`src/rtl/iter_shift_unit.sv`:
```
// iter_shift_unit
//
// Multi-cycle shifter for the multicycle MIPS datapath. A start request loads
// the operand and shift distance, then the operand moves one bit position per
// clock until the distance is used up. The result stays on `result` from the
// done pulse until the next accepted start or reset.
//
// Handshake: start is sampled only in IDLE or DONE. An accepted start is a
// load. busy is high for each SHIFT cycle. done pulses for exactly one cycle
// after the last shift. busy and done are never high together, and a start
// seen while busy is dropped.
//
// Ports:
//   clk     rising-edge clock
//   reset   synchronous, active-high reset (priority over start)
//   start   request; sampled only when idle or done
//   op      00 SLL, 01 SRL, 10 SRA, 11 pass-through
//   amount  shift distance 0..WIDTH-1
//   src     operand (signed for SRA)
//   busy    high while shifting
//   done    one-cycle completion pulse
//   result  shift register contents
module iter_shift_unit #(
  parameter int WIDTH = 32,
  parameter int SHW   = 5
) (
  input  logic             clk,
  input  logic             reset,
  input  logic             start,
  input  logic [1:0]       op,
  input  logic [SHW-1:0]   amount,
  input  logic [WIDTH-1:0] src,
  output logic             busy,
  output logic             done,
  output logic [WIDTH-1:0] result
);

  typedef enum logic [1:0] {
    S_IDLE  = 2'b00,
    S_SHIFT = 2'b01,
    S_DONE  = 2'b10
  } state_t;

  localparam logic [1:0] OP_SLL  = 2'b00;
  localparam logic [1:0] OP_SRL  = 2'b01;
  localparam logic [1:0] OP_SRA  = 2'b10;
  localparam logic [1:0] OP_PASS = 2'b11;

  state_t           state;
  state_t           state_next;
  logic [WIDTH-1:0] sreg;
  logic [SHW-1:0]   cnt;
  logic [1:0]       op_q;

  logic             load;
  logic [SHW-1:0]   eff_amount;
  logic [WIDTH-1:0] step_val;

  // Pass-through is treated as a zero-length shift so it finishes at once.
  assign eff_amount = (op == OP_PASS) ? '0 : amount;

  // The shifter is not waiting on anything in IDLE or DONE, so a start is
  // accepted in both. Accepting in DONE allows back-to-back operations.
  assign load = start && (state != S_SHIFT);

  // One-bit step using only the op latched at load time.
  always_comb begin
    step_val = sreg;
    case (op_q)
      OP_SLL:  step_val = {sreg[WIDTH-2:0], 1'b0};
      OP_SRL:  step_val = {1'b0, sreg[WIDTH-1:1]};
      OP_SRA:  step_val = {sreg[WIDTH-1], sreg[WIDTH-1:1]};
      default: step_val = sreg;
    endcase
  end

  // Next-state logic
  always_comb begin
    state_next = state;
    case (state)
      S_IDLE: begin
        if (load) state_next = (eff_amount != '0) ? S_SHIFT : S_DONE;
      end
      S_SHIFT: begin
        // A count of 1 means this edge performs the final shift.
        if (cnt == SHW'(1)) state_next = S_DONE;
      end
      S_DONE: begin
        if (load) state_next = (eff_amount != '0) ? S_SHIFT : S_DONE;
        else      state_next = S_IDLE;
      end
      default: state_next = S_IDLE;
    endcase
  end

  // State register
  always_ff @(posedge clk) begin
    if (reset) state <= S_IDLE;
    else       state <= state_next;
  end

  // Datapath: shift register, down-counter, latched op
  always_ff @(posedge clk) begin
    if (reset) begin
      sreg <= '0;
      cnt  <= '0;
      op_q <= OP_SLL;
    end else if (load) begin
      sreg <= src;
      cnt  <= eff_amount;
      op_q <= op;
    end else if (state == S_SHIFT) begin
      sreg <= step_val;
      cnt  <= cnt - SHW'(1);
    end
  end

  assign busy   = (state == S_SHIFT);
  assign done   = (state == S_DONE);
  assign result = sreg;

endmodule

```
`config.mk`:
```
export PLATFORM = sky130hd
export DESIGN_NAME = iter_shift_unit
export DESIGN_NICKNAME = d
export VERILOG_FILES = /design/src/rtl/iter_shift_unit.sv
export SDC_FILE = /design/constraint.sdc
export NUM_CORES = 1
export LEC_CHECK = 0
export BUFFER_PORTS_ARGS = -buffer_cell sky130_fd_sc_hd__buf_2
export CORE_MARGIN = 2
export CORE_UTILIZATION = 45
export DETAILED_ROUTE_END_ITERATION = 7
export HOLD_SLACK_MARGIN = 0.03
export PLACE_DENSITY = 0.7
export SETUP_SLACK_MARGIN = 0.3
export SLEW_MARGIN = 10
export SYNTH_ARGS = -nofsm -noshare
export SYNTH_HDL_FRONTEND = slang
export SYNTH_SLANG_ARGS = --single-unit
```
`constraint.sdc`:
```
create_clock -name clk -period 3.79 [get_ports clk]
set_input_delay 0.758 -clock clk [delete_from_list [all_inputs] [get_ports clk]]
set_output_delay 0.758 -clock clk [all_outputs]
set_load 0.02 [all_outputs]
```
==> results.cfg <==
[cells_and_area]
utilization_pct = 53.1
area_growth_pct = 14.4
final_nets = 467
antennaDiodeCount = 0
fillers = 646
final_cells = 498
final_layout_size_suffix_gt1_share_pct = 23.8

[placement]
dpl.hpwl_um = 5030
place_inst = 490
place_ws_ps = 1300
gp_congestion = 0.766
io_buffers = 75

[drt]
via_count = 2915
drc = 0
routed_wl_um = 7750
dr.first_iter.drc_count = 202
ant_nets = 0
drtPass1Iterations = 4
wl_per_cell_um = 15.6
vias_per_cell = 5.85

[grt]
grt_overflow = 0
use_met1_pct = 28.9
met2_usage_pct = 36.9
grt-busiest-layer = met2
antenna_found_initial = 0
grt_use_met3_pct = 3.74
grt_first_pass_wirelength_um = 13100
grt.total_usage_pct = 21.9
grt_pass1_vias = 2787
grt_max_degree = 75

[setup_path]
worstSetupPathType = register to register
cp-end-kind = register
critPathLaunchType = register
worstPathMaxFanout = 28
required_ps = 4030
worstPathArrival_ps = 2750

[pwr]
power_density_nw_per_um2 = 370
leakage_nw = 1.23
p_switching_w = 0.000434
p_sw_share_pct = 35.0
clkPwrFrac_pct = 29.9
p_comb_share_pct = 28.5
ir_drop_mv = 0.198
intPower_w = 0.000806
p_seq_share_pct = 41.6

[floorplan]
die_area_um2 = 7180
io_pins = 76
core_um2 = 6310
die_x_um = 84.7
fp-row-count = 29
die_y_um = 84.7
initial_utilization_pct = 46.4

[timing]
final_max_slew_viol_count = 0
tightest_slew_ps = 981
finalWorstPathRequiredPeriod_ps = 2510
skew_ps = 13.4
fin_setup_tns_ps = 0
report.final.setup_viol = 0
grt_setup_unrepaired = false
hold_viol_final = 0
relSlewSlack_pct = 34.5
fin_crit_sh_pct = 66.3
setup_ws_ps = 1280
timing.fmax_mhz = 398

[clock_network]
cts_max_path_buffers = 2
cts_max_level = 2
clkLatencyLatePin_ps = 310
cts_root_buf = clkbuf_8
ctsResizeCount = 0
cts_hold_buf = 0
clk_pin_slew_worst_paths_ps = 100
post_cts_buffers = 0
cts.sinks = 41
numCtsBuffers = 5
cts_tree = done

[hold_path]
hold_class = register to register

[synthesis]
yosysSeqAreaShare_pct = 28.0
syn_area_um2 = 2930
yosysUniqueCellTypes = 37
yosys_warnings = 0
synth_area_per_cell_um2 = 7.94
synth_seq_cells = 41
syn_nets = 416
netlist_instances = 369

[job]
cap_violations = 0

[outcome]
status = finished, final reports clean
-- cells in the final DEF (no fill, tap or decap), types with 7 or more instances in the layout --
cell type,count
buf_2,75
dfxtp_1,41
o21ai_0,30
nand2_1,27
nor2b_1,26
a31oi_1,26
nand2b_1,25
o211ai_1,24
and2_1,23
a211o_1,23
inv_1,12
nand3_1,10
nor3_1,9
or2b_1,7
a221oi_1,7
-- worst paths after layout --
check	start	to	slack, ps	depth (start not counted)
min reg2reg	cnt[1]	cnt[1]	510	2
max reg2reg	op_q[0]	result[13]	1280	6
max	op_q[0]	result[13]	1280	6
min	cnt[1]	cnt[1]	510	2
-- layer usage --
layer | vias up | share of wire [%]
met1 | 1385 | 46
met4 | 0 | 1.1
met5 | - | 0
met3 | 8 | 4.7
li1 | 1452 | -
met2 | 70 | 48
-- critical path, stage by stage (launching register included) --
cell and delay (ps):
dfxtp_1 370, inv_1 80, ha_1 600, nor4b_4 890
buf_4 300, nand2_1 70, a31oi_1 140
-- kinds of logic after synthesis --
| logic type | Yosys count | synth area share, % |
|---|---|---|
| simple gates | 143 | 28.5 |
| buf+inv | 50 | 8.75 |
| fa+ha+maj | 5 | 2.13 |
| compound gates | 130 | 32.6 |
| flops | 41 | 28.0 |
-- power groups by stage --
stage                     Clock (W)  Sequential, W  Combinational (W)
final                      0.000370       0.000516           0.000354
after global routing       0.000387       0.000522           0.000392
after CTS                  0.000374       0.000516           0.000355
after detailed placement          0       0.000525           0.000354
after global placement            0       0.000525           0.000347
after floorplan                   0       0.000550           0.000239
-- area by class of cell --
type,instances,area [um^2],area share [%]
multi-input cells,278,1860,55.4
repair buffers,80,413,12.3
clock buffers,5,68.8,2.05
clock inverters,3,46.3,1.38
flip-flops and latches,41,821,24.5
well taps,77,96.3,2.87
inverters,14,52.6,1.57
-- Yosys cell counts (all sizes together) --
library cell,count,area (um^2)
a211o,23,201
nand4,6,37.5
inv,12,45.0
and2,23,144
a311oi,3,26.3
and4b,1,10.0
o21ai,30,150
o311ai,1,8.76
nand2b,26,163
buf,19,140
a21o,2,22.5
a2111oi,6,90.1
ha,5,62.6
nor3,9,45.0
clkinv,2,7.51
or4,2,15.0
o31ai,1,7.51
nand2,27,101
or2,1,6.26
dfxtp,41,821
or3,2,12.5
a41oi,2,17.5
nor4b,1,23.8
clkbuf,17,63.8
nor2b,26,163
a221oi,7,61.3
or2b,7,52.6
nand3,10,50.1
nor2,2,12.5
o21a,1,7.51
a31oi,26,163
o211ai,24,180
a21oi,4,20.0
-- flip-flops by register name, summed over array words and instances (netlist names) --
signal,cells
state,2
op_q,2
result,32
cnt,5
-- stage by stage --
| stage | hold slack (ps) | area [um^2] | power (W) |
|---|---|---|---|
| floorplan | 470 | 2930 | 0.000789 |
| global placement | 490 | 3240 | 0.000872 |
| detailed placement | 494 | 3240 | 0.000879 |
| CTS | 511 | 3350 | 0.00125 |
| global route | 536 | 3350 | 0.00130 |
| finish | 506 | 3350 | 0.00124 |
Note: power is estimated with default switching activity, not from simulation.
